--- src/rtl/dl11_pkg.sv ---
// dl11_pkg: shared constants for the buffered DL11 serial line.
// Register offsets, CSR bit positions, ident word and slave FSM states.
package dl11_pkg;

  localparam logic [1:0] R_RCSR = 2'd0;
  localparam logic [1:0] R_RBUF = 2'd1;
  localparam logic [1:0] R_XCSR = 2'd2;
  localparam logic [1:0] R_XBUF = 2'd3;

  localparam int CSR_DONE  = 7;
  localparam int CSR_IE    = 6;
  localparam int CSR_MAINT = 2;

  localparam logic [31:0] IDENT = 32'h444C1002;

  typedef enum logic {
    S_IDLE,
    S_ACK
  } state_t;

endpackage

--- src/rtl/dl11_fifo.sv ---
// dl11_fifo: 8-bit FIFO with occupancy count.
// A push into a full FIFO is accepted only when a pop happens in the same cycle.
module dl11_fifo #(
  parameter int LOG2 = 4
) (
  input  logic          clk,
  input  logic          clr,
  input  logic          push,
  input  logic          pop,
  input  logic [7:0]    din,
  output logic [7:0]    head,
  output logic [LOG2:0] count,
  output logic          full,
  output logic          empty,
  output logic          drop
);

  localparam int DEPTH = 1 << LOG2;
  localparam logic [LOG2:0] FULLC = {1'b1, {LOG2{1'b0}}};

  logic [7:0]      mem [DEPTH];
  logic [LOG2-1:0] wr_ptr;
  logic [LOG2-1:0] rd_ptr;
  logic            do_push;
  logic            do_pop;

  assign empty   = (count == '0);
  assign full    = (count == FULLC);
  assign do_pop  = pop & ~empty;
  assign do_push = push & (~full | do_pop);
  assign drop    = push & ~do_push;
  assign head    = mem[rd_ptr];

  // storage write; contents need no reset
  always_ff @(posedge clk) begin
    if (do_push && !clr)
      mem[wr_ptr] <= din;
  end

  // pointers and count, wrapping modulo depth
  always_ff @(posedge clk) begin
    if (clr) begin
      wr_ptr <= '0;
      rd_ptr <= '0;
      count  <= '0;
    end else begin
      if (do_push) wr_ptr <= wr_ptr + 1'b1;
      if (do_pop)  rd_ptr <= rd_ptr + 1'b1;
      count <= count + {{LOG2{1'b0}}, do_push}
                     - {{LOG2{1'b0}}, do_pop};
    end
  end

endmodule

--- src/rtl/dl11_buffered.sv ---
// dl11_buffered: DL11 Unibus slave with RX/TX FIFOs and ARM register port.
// Loopback via MAINT, overrun flag on dropped receive characters.
module dl11_buffered
  import dl11_pkg::*;
#(
  parameter logic [17:0] ADDR   = 18'o777560,
  parameter logic [8:0]  INTVEC = 9'o060,
  parameter int          RXLOG2 = 4,
  parameter int          TXLOG2 = 2
) (
  input  logic        CLOCK,
  input  logic        RESET,
  input  logic        armwrite,
  input  logic [1:0]  armraddr,
  input  logic [1:0]  armwaddr,
  input  logic [31:0] armwdata,
  output logic [31:0] armrdata,
  input  logic [17:0] bus_a_in_l,
  input  logic [1:0]  bus_c_in_l,
  input  logic [15:0] bus_d_in_l,
  input  logic        bus_msyn_in_l,
  input  logic        bus_init_in_l,
  output logic [15:0] bus_d_out_l,
  output logic        bus_ssyn_out_l,
  output logic        rintreq,
  output logic        xintreq,
  input  logic        rintgnt,
  input  logic        xintgnt,
  output logic [8:0]  intvec
);

  logic [17:0] ba;
  logic [1:0]  bc;
  logic [15:0] bd;
  logic        msyn, clr;
  logic        enable, rie, xie, maint, ovr;
  logic [7:0]  xbuf_q;
  logic [15:0] rdat_q, bus_rmux;
  logic        rd_q;
  state_t      state, next;
  logic        sel, strobe, wr, lo_we;
  logic [1:0]  ra;
  logic        bus_push, rx_pop, arm_rx_push, arm_tx_pop;
  logic        maint_push, tx_push, rx_push, collide;
  logic [7:0]  rx_din, rx_head, tx_head;
  logic [RXLOG2:0] rx_count;
  logic [TXLOG2:0] tx_count;
  logic        rx_full, rx_empty, rx_drop;
  logic        tx_full, tx_empty, tx_drop;
  logic        rcond, rcond_q, xcond, xcond_q;
  logic        unused;

  assign ba   = ~bus_a_in_l;
  assign bc   = ~bus_c_in_l;
  assign bd   = ~bus_d_in_l;
  assign msyn = ~bus_msyn_in_l;
  assign clr  = RESET | ~bus_init_in_l;

  assign sel    = enable & msyn & (ba[17:3] == ADDR[17:3]);
  assign strobe = (state == S_IDLE) & sel;
  assign wr     = bc[1];
  assign ra     = ba[2:1];
  assign lo_we  = wr & ~(bc[0] & ba[0]);

  assign bus_push    = strobe & lo_we & (ra == R_XBUF);
  assign rx_pop      = strobe & ~wr & (ra == R_RBUF);
  assign arm_rx_push = armwrite & (armwaddr == 2'd1) & armwdata[31];
  assign arm_tx_pop  = armwrite & (armwaddr == 2'd2) & armwdata[31];
  assign maint_push  = bus_push & maint;
  assign tx_push     = bus_push & ~maint;
  assign rx_push     = arm_rx_push | maint_push;
  assign rx_din      = maint_push ? bd[7:0] : armwdata[7:0];
  assign collide     = arm_rx_push & maint_push;

  assign unused = ^{bd[15:8], armwdata[30:8], tx_drop};

  dl11_fifo #(.LOG2(RXLOG2)) u_rx (
    .clk(CLOCK), .clr(clr), .push(rx_push), .pop(rx_pop),
    .din(rx_din), .head(rx_head), .count(rx_count),
    .full(rx_full), .empty(rx_empty), .drop(rx_drop)
  );

  dl11_fifo #(.LOG2(TXLOG2)) u_tx (
    .clk(CLOCK), .clr(clr), .push(tx_push), .pop(arm_tx_pop),
    .din(bd[7:0]), .head(tx_head), .count(tx_count),
    .full(tx_full), .empty(tx_empty), .drop(tx_drop)
  );

  // bus register read mux, captured at ACK entry
  always_comb begin
    bus_rmux = '0;
    unique case (ra)
      R_RCSR: begin
        bus_rmux[CSR_DONE] = ~rx_empty;
        bus_rmux[CSR_IE]   = rie;
      end
      R_RBUF: bus_rmux = {ovr, ovr, 6'b0, rx_head};
      R_XCSR: begin
        bus_rmux[CSR_DONE]  = ~tx_full;
        bus_rmux[CSR_IE]    = xie;
        bus_rmux[CSR_MAINT] = maint;
      end
      R_XBUF: bus_rmux = {8'b0, xbuf_q};
    endcase
  end

  // slave FSM state register
  always_ff @(posedge CLOCK) begin
    if (RESET) state <= S_IDLE;
    else       state <= next;
  end

  // slave FSM next state; INIT does not abort a cycle
  always_comb begin
    next = state;
    unique case (state)
      S_IDLE: if (sel)   next = S_ACK;
      S_ACK:  if (!msyn) next = S_IDLE;
    endcase
  end

  // slave FSM outputs
  always_comb begin
    bus_ssyn_out_l = 1'b1;
    bus_d_out_l    = 16'o177777;
    if (state == S_ACK) begin
      bus_ssyn_out_l = 1'b0;
      if (rd_q) bus_d_out_l = ~rdat_q;
    end
  end

  // hold read data for the whole ACK phase
  always_ff @(posedge CLOCK) begin
    if (RESET) begin
      rdat_q <= '0;
      rd_q   <= 1'b0;
    end else if (strobe) begin
      rdat_q <= bus_rmux;
      rd_q   <= ~wr;
    end
  end

  // CSR bits, overrun flag and last XBUF byte
  always_ff @(posedge CLOCK) begin
    if (RESET) xbuf_q <= '0;
    else if (bus_push) xbuf_q <= bd[7:0];
    if (clr) begin
      rie   <= 1'b0;
      xie   <= 1'b0;
      maint <= 1'b0;
      ovr   <= 1'b0;
    end else begin
      if (strobe && lo_we && ra == R_RCSR)
        rie <= bd[CSR_IE];
      if (strobe && lo_we && ra == R_XCSR) begin
        xie   <= bd[CSR_IE];
        maint <= bd[CSR_MAINT];
      end
      if (rx_drop || collide) ovr <= 1'b1;
      else if (rx_pop)        ovr <= 1'b0;
    end
  end

  // Unibus decode enable, only touched by RESET and ARM reg 3
  always_ff @(posedge CLOCK) begin
    if (RESET) enable <= 1'b1;
    else if (armwrite && armwaddr == 2'd3)
      enable <= armwdata[31];
  end

  assign rcond = rie & ~rx_empty;
  assign xcond = xie & ~tx_full;

  // interrupt requests: set on rising condition, drop on grant or fall
  always_ff @(posedge CLOCK) begin
    if (clr) begin
      rcond_q <= 1'b0;
      xcond_q <= 1'b0;
      rintreq <= 1'b0;
      xintreq <= 1'b0;
    end else begin
      rcond_q <= rcond;
      xcond_q <= xcond;
      rintreq <= (rcond & ~rcond_q) | (rintreq & rcond & ~rintgnt);
      xintreq <= (xcond & ~xcond_q) | (xintreq & xcond & ~xintgnt);
    end
  end

  assign intvec = (!rintreq && xintreq) ? INTVEC + 9'd4 : INTVEC;

  // ARM register read port
  always_comb begin
    armrdata = '0;
    unique case (armraddr)
      2'd0: armrdata = IDENT;
      2'd1: armrdata = {rx_full, rx_empty, 22'b0, 8'(rx_count)};
      2'd2: armrdata = {~tx_empty, tx_full, 6'b0, 8'(tx_count),
                        8'b0, tx_head};
      2'd3: armrdata = {enable, 4'b0, INTVEC, ADDR};
    endcase
  end

endmodule

--- config.mk ---
export PLATFORM = sky130hd
export DESIGN_NAME = dl11_buffered
export DESIGN_NICKNAME = d
export VERILOG_FILES = /design/src/rtl/dl11_pkg.sv /design/src/rtl/dl11_fifo.sv /design/src/rtl/dl11_buffered.sv
export SDC_FILE = /design/constraint.sdc
export NUM_CORES = 1
export LEC_CHECK = 0
export CORE_MARGIN = 10
export CORE_UTILIZATION = 45
export DETAILED_ROUTE_END_ITERATION = 12
export PLACE_DENSITY_LB_ADDON = 0.1
export SLEW_MARGIN = 10
export SYNTH_ARGS = -nofsm -noshare
export SYNTH_HDL_FRONTEND = slang
export SYNTH_HIERARCHICAL = 1
export SYNTH_SLANG_ARGS = --single-unit
--- constraint.sdc ---
create_clock -name CLOCK -period 11.2 [get_ports CLOCK]
set_input_delay 2.24 -clock CLOCK [delete_from_list [all_inputs] [get_ports CLOCK]]
set_output_delay 2.24 -clock CLOCK [all_outputs]
set_load 0.005 [all_outputs]
==> key figures, run 1 <==
Outcome
  – Outcome: completed

Layout
  – Fraction of final layout cells with drive strength greater than 1: 13.0%
  – End-of-flow core utilization: 53.4%
  – Diode insertion count for antenna repair: 0
  – Most common cell after layout, fill and taps aside: sky130_fd_sc_hd__edfxtp_1
  – Top library cells by usage in the layout, fill and taps aside: sky130_fd_sc_hd__edfxtp_1 (160), sky130_fd_sc_hd__clkdlybuf4s50_1 (86), sky130_fd_sc_hd__nor2_1 (52), sky130_fd_sc_hd__dfxtp_1 (52), sky130_fd_sc_hd__nand2_1 (32)
  – Final #Nets: 822
  – Cell area after layout: 11100 sq um
  – Synthesis-to-layout area growth: 17.4%
  – Area of combinational cells with multiple inputs: 3160 sq um
  – Non-filler cells in the finished layout: 1012
  – Seq. cell area: 5890 sq um
  – Filler Cells Inserted: 1714

Placed design
  – GPL Wtd Cong: 0.869
  – Count of input and output buffers: 86
  – Number of cells in the design after placement: 970
  – Total half-perimeter wirelength after legalization and detailed placement: 15000 microns
  – Pre-CTS setup slack: 4620 ps
  – Post-Place Cell Area: 10400 sq um

Clocking
  – Root Driver: sky130_fd_sc_hd__clkbuf_16
  – TritonCTS clock tree: yes
  – Worst-case clock buffer depth: 3
  – Register clock-pin slew on the reported worst setup and hold paths: 60 ps
  – Clock Sinks: 214
  – Total CTS buffers: 24
  – Total number of H-tree levels: 1
  – Resize count post-CTS: 0
  – CTS hold repair buffers: 0
  – Clk_lat worst skew: 510 ps
  – Post-CTS setup buffer count: 0

Routing
  – Number of iterations in the first detailed-routing pass: 5
  – Via count: 5552
  – Number of antenna-violating nets in the routed design: 0
  – Average routed wire per standard cell: 21.8 microns
  – Drt initial violations: 366
  – DRT Wirelength: 22000 microns
  – Remaining DRCs: 0
  – Vias/cell: 5.49

STA
  – Setup skew after layout: 17.4 ps
  – Fmax: 0.158 GHz
  – Setup repair after global routing missed its margin: no
  – Final Slew Violations: 0
  – Setup slack after layout: 4890 ps
  – Total negative slack: 0 ps
  – Setup-violating endpoint count in the final report: 0
  – Tightest Pin Transition: 982 ps
  – Final Critical Period: 6310 ps
  – Post-route worst hold slack: 409 ps
  – Hold violation count in the final report: 0
  – Crit share post-route: 56.4%
  – Max-Slew Margin vs Limit: 34.3%

Die
  – Core region area: 20900 sq um
  – DIE HEIGHT: 165 microns
  – Ports placed on the boundary: 139
  – Standard-cell rows: 53
  – Initial Utilization: 45.5%
  – Area enclosed by the die boundary: 27300 sq um
  – Die width: 165 microns

Global route
  – Routing usage on met1: 21.6%
  – Global-route met3 utilization: 3.42%
  – Initial antenna violation count: 1
  – Global Route met2 Usage: 26.2%
  – Total grt overflow: 0
  – Total GRT Usage: 16.1%
  – Layer carrying the most global-route usage: met2
  – Number of global-route vias before repair: 5610
  – First-pass GRT wire length: 33700 microns
  – Largest net degree at the start of global routing: 37

Synthesis
  – Synthesized instance count: 646
  – Warning count from the yosys run: 6
  – Summed instance area of the synthesized netlist: 9490 sq um
  – Mapped Avg Cell Area: 14.7 sq um

Setup path
  – Crit path kind: primary input to output port
  – Endpoint class of the critical path: output port
  – Sort of element at the start of the critical path: primary input
  – Arrival time reported for the critical path endpoint: 4070 ps
  – Required time at the endpoint of the critical path: 8960 ps
  – Max FO, Critical Path: 13
  – Worst reg2reg setup slack: 7300 ps

Pwr
  – P per Cell Area: 147 nW/um^2
  – VDD IR-drop max: 0.000111 V
  – Total Power Consumption: 1.64 mW
  – Leakage power: 3.71 nW

Min path
  – Type of the tightest min-delay check: register to register

Flow run
  – Maxcap violations: 0
## layer usage
| layer | vias to the layer above | wire [microns] |
|---|---|---|
| met5 | - | 13 |
| met4 | 2 | 353 |
| met3 | 29 | 1730 |
| met2 | 162 | 10500 |
| met1 | 2787 | 9490 |
| li1 | 2572 | - |
## area by class of cell
cell class | instances | share of cell area (%)
multi-input combinational | 358 | 28.3
tap | 275 | 3.09
sequential | 214 | 52.8
clock buffer | 31 | 5.82
clock inverter | 11 | 0.696
inverter | 29 | 0.977
timing repair buffer | 94 | 8.26
## worst paths after layout
check,startpoint,endpoint,depth (start not counted)
max,armraddr[0],armrdata[31],6
min reg2reg,rcond_q,rintreq,1
min,rcond_q,rintreq,1
max reg2reg,enable,u_rx/count[4],13
## sequential cells by signal (all words and copies together), names as in the netlist, 2 cells and up, named ones only
signal	count
u_tx/wr_ptr	2
u_rx/mem	128
u_tx/rd_ptr	2
u_rx/rd_ptr	4
u_tx/count	3
rdat_q	9
u_rx/count	5
u_tx/mem	32
u_rx/wr_ptr	4
xbuf_q	8
## report_power, final
part / total, mW / switching (mW) / internal [mW]
sequential: 0.852 / 0.000381 / 0.851
clock: 0.723 / 0.294 / 0.429
combinational: 0.0682 / 0.0365 / 0.0316
## worst max-delay path: stages
cell                              delay, ps
sky130_fd_sc_hd__clkdlybuf4s50_1        500
sky130_fd_sc_hd__inv_1                   70
sky130_fd_sc_hd__ha_1                   360
sky130_fd_sc_hd__a222oi_1               360
sky130_fd_sc_hd__nor2_1                  70
sky130_fd_sc_hd__clkdlybuf4s50_1        470
Power figures use the tool's default switching activity.
==> run 2: changes to the inputs <==
clock period = 5.3 ns   (was 11.2 ns; I/O delays follow)
==> key figures, run 2 (same netlist as run 1, synthesis figures left out) <==
Clocking
  – Resize count post-CTS: 0
  – CTS hold repair buffers: 0
  – Worst-case clock buffer depth: 3
  – Clock Sinks: 214
  – Post-CTS setup buffer count: 0
  – TritonCTS clock tree: yes
  – Total CTS buffers: 23
  – Register clock-pin slew on the reported worst setup and hold paths: 60 ps
  – Root Driver: sky130_fd_sc_hd__clkbuf_16
  – Clk_lat worst skew: 500 ps
  – Total number of H-tree levels: 1

Flow run
  – Maxcap violations: 0

Die
  – Core region area: 20900 sq um
  – Ports placed on the boundary: 139
  – Standard-cell rows: 53
  – Die width: 165 microns
  – Area enclosed by the die boundary: 27300 sq um
  – DIE HEIGHT: 165 microns
  – Initial Utilization: 45.5%

Setup path
  – Reg-to-Reg Start: enable
  – Endpoint class of the critical path: register
  – Worst reg2reg path endpoint: u_rx/count[4]
  – Capturing element of the worst setup path: u_rx/count[4]
  – Sort of element at the start of the critical path: primary input
  – Worst reg2reg setup slack: 1540 ps
  – Crit path kind: primary input to register
  – Max FO, Critical Path: 12
  – Startpoint of the worst setup timing path: bus_msyn_in_l
  – Depth of the worst register-to-register path: 13
  – Required time at the endpoint of the critical path: 5730 ps
  – Arrival time reported for the critical path endpoint: 4810 ps

Routing
  – Via count: 5533
  – Vias/cell: 5.44
  – Drt initial violations: 386
  – Number of iterations in the first detailed-routing pass: 5
  – Average routed wire per standard cell: 21.9 microns
  – Number of antenna-violating nets in the routed design: 0
  – Remaining DRCs: 0
  – DRT Wirelength: 22300 microns

STA
  – Final Slew Violations: 0
  – Hold violation count in the final report: 0
  – Final Critical Period: 4380 ps
  – Setup-violating endpoint count in the final report: 0
  – Setup skew after layout: 9.48 ps
  – Tightest Pin Transition: 922 ps
  – Max-Slew Margin vs Limit: 38.3%
  – Setup repair after global routing missed its margin: no
  – Total negative slack: 0 ps
  – Post-route worst hold slack: 411 ps
  – Fmax: 0.228 GHz
  – Crit share post-route: 82.6%
  – Setup slack after layout: 921 ps

Placed design
  – Count of input and output buffers: 86
  – Total half-perimeter wirelength after legalization and detailed placement: 15400 microns
  – Pre-CTS setup slack: 397 ps
  – Post-Place Cell Area: 10500 sq um
  – GPL Wtd Cong: 0.866

Pwr
  – Sw Pwr: 0.696 mW
  – Share of power burned in the clock network: 44.3%
  – Part of the total power dissipated in sequential elements: 51.5%
  – P_int: 2.80 mW
  – Net switching share of the total power: 19.9%
  – VDD IR-drop max: 0.000283 V
  – P per Cell Area: 312 nW/um^2
  – Leakage power: 3.75 nW
  – Combinational cell fraction of total power: 4.2%

Layout
  – Final #Nets: 828
  – Cell area after layout: 11200 sq um
  – Area of combinational cells with multiple inputs: 3160 sq um
  – Largest registers: u_rx/mem: 128 flops, u_tx/mem: 32 flops, rdat_q: 9 flops
  – Fraction of final layout cells with drive strength greater than 1: 14.2%
  – Max reg flops: 128
  – Most common cell after layout, fill and taps aside: sky130_fd_sc_hd__edfxtp_1
  – Synthesis-to-layout area growth: 17.9%
  – Top library cells by usage in the layout, fill and taps aside: sky130_fd_sc_hd__edfxtp_1 (160), sky130_fd_sc_hd__clkdlybuf4s50_1 (86), sky130_fd_sc_hd__nor2_1 (52), sky130_fd_sc_hd__dfxtp_1 (52), sky130_fd_sc_hd__nand2_1 (32)
  – Most flop-heavy register: u_rx/mem
  – Filler Cells Inserted: 1733
  – Seq. cell area: 5890 sq um
  – Diode insertion count for antenna repair: 0

Min path
  – Type of the tightest min-delay check: register to register
  – Hold path startpoint: rcond_q

Global route
  – Initial antenna violation count: 0
  – First-pass GRT wire length: 33300 microns
  – Total grt overflow: 0
  – Number of global-route vias before repair: 5561
  – Largest net degree at the start of global routing: 35
  – Total GRT Usage: 16.0%

Outcome
  – Outcome: completed
## run 2: worst min-delay path by stage
stage	endpoint	depth (start not counted)
3_3_place_gp	rintreq	1
2_1_floorplan	rintreq	1
5_1_grt	xintreq	1
4_1_cts	rintreq	1
6_report	rintreq	1
3_5_place_dp	rintreq	1
## run 2: worst max-delay path, stage by stage
cell	delay (ps)
sky130_fd_sc_hd__clkdlybuf4s50_1	450
sky130_fd_sc_hd__or4b_4	630
sky130_fd_sc_hd__nor4_4	340
sky130_fd_sc_hd__nand3_4	210
sky130_fd_sc_hd__nand2_1	190
sky130_fd_sc_hd__o21ai_1	220
sky130_fd_sc_hd__ha_1	350
sky130_fd_sc_hd__inv_1	40
sky130_fd_sc_hd__ha_1	190
sky130_fd_sc_hd__fa_1	410
sky130_fd_sc_hd__a21oi_1	170
sky130_fd_sc_hd__nor2_1	70
sky130_fd_sc_hd__or3_1	340
sky130_fd_sc_hd__a21oi_1	140
## run 2: power groups by stage
stage,clock (mW),combinational (mW),sequential (mW)
6_report,1.55,0.148,1.80
3_3_place_gp,0,0.144,1.83
5_1_grt,1.65,0.160,1.80
3_5_place_dp,0,0.148,1.83
4_1_cts,1.59,0.149,1.80
2_1_floorplan,0,0.0745,1.83
## run 2: final cells by class
cell class              instances  share of cell area [%]
flip-flops and latches        214                    52.6
well taps                     275                    3.07
clock inverters                16                    1.32
clock buffers                  24                    5.17
multi-input cells             358                    28.2
repair buffers                101                    8.69
inverters                      29                   0.972
## run 2: per-stage QoR
stage	total power, mW	util (%)	instances
2_1_floorplan	1.91	-	665
3_3_place_gp	1.98	50.1	977
3_5_place_dp	1.98	50.1	977
4_1_cts	3.54	53.6	1017
5_1_grt	3.61	53.6	1017
6_report	3.49	53.6	1017
## run 2: metal layers
layer  wire length (microns)  up-vias  GRT usage, %
met3                    1470       27          2.83
met1                    9930     2775          21.7
met4                     365        0          3.95
met2                   10500      153          26.2
li1                        -     2578             -
met5                       0        -             0
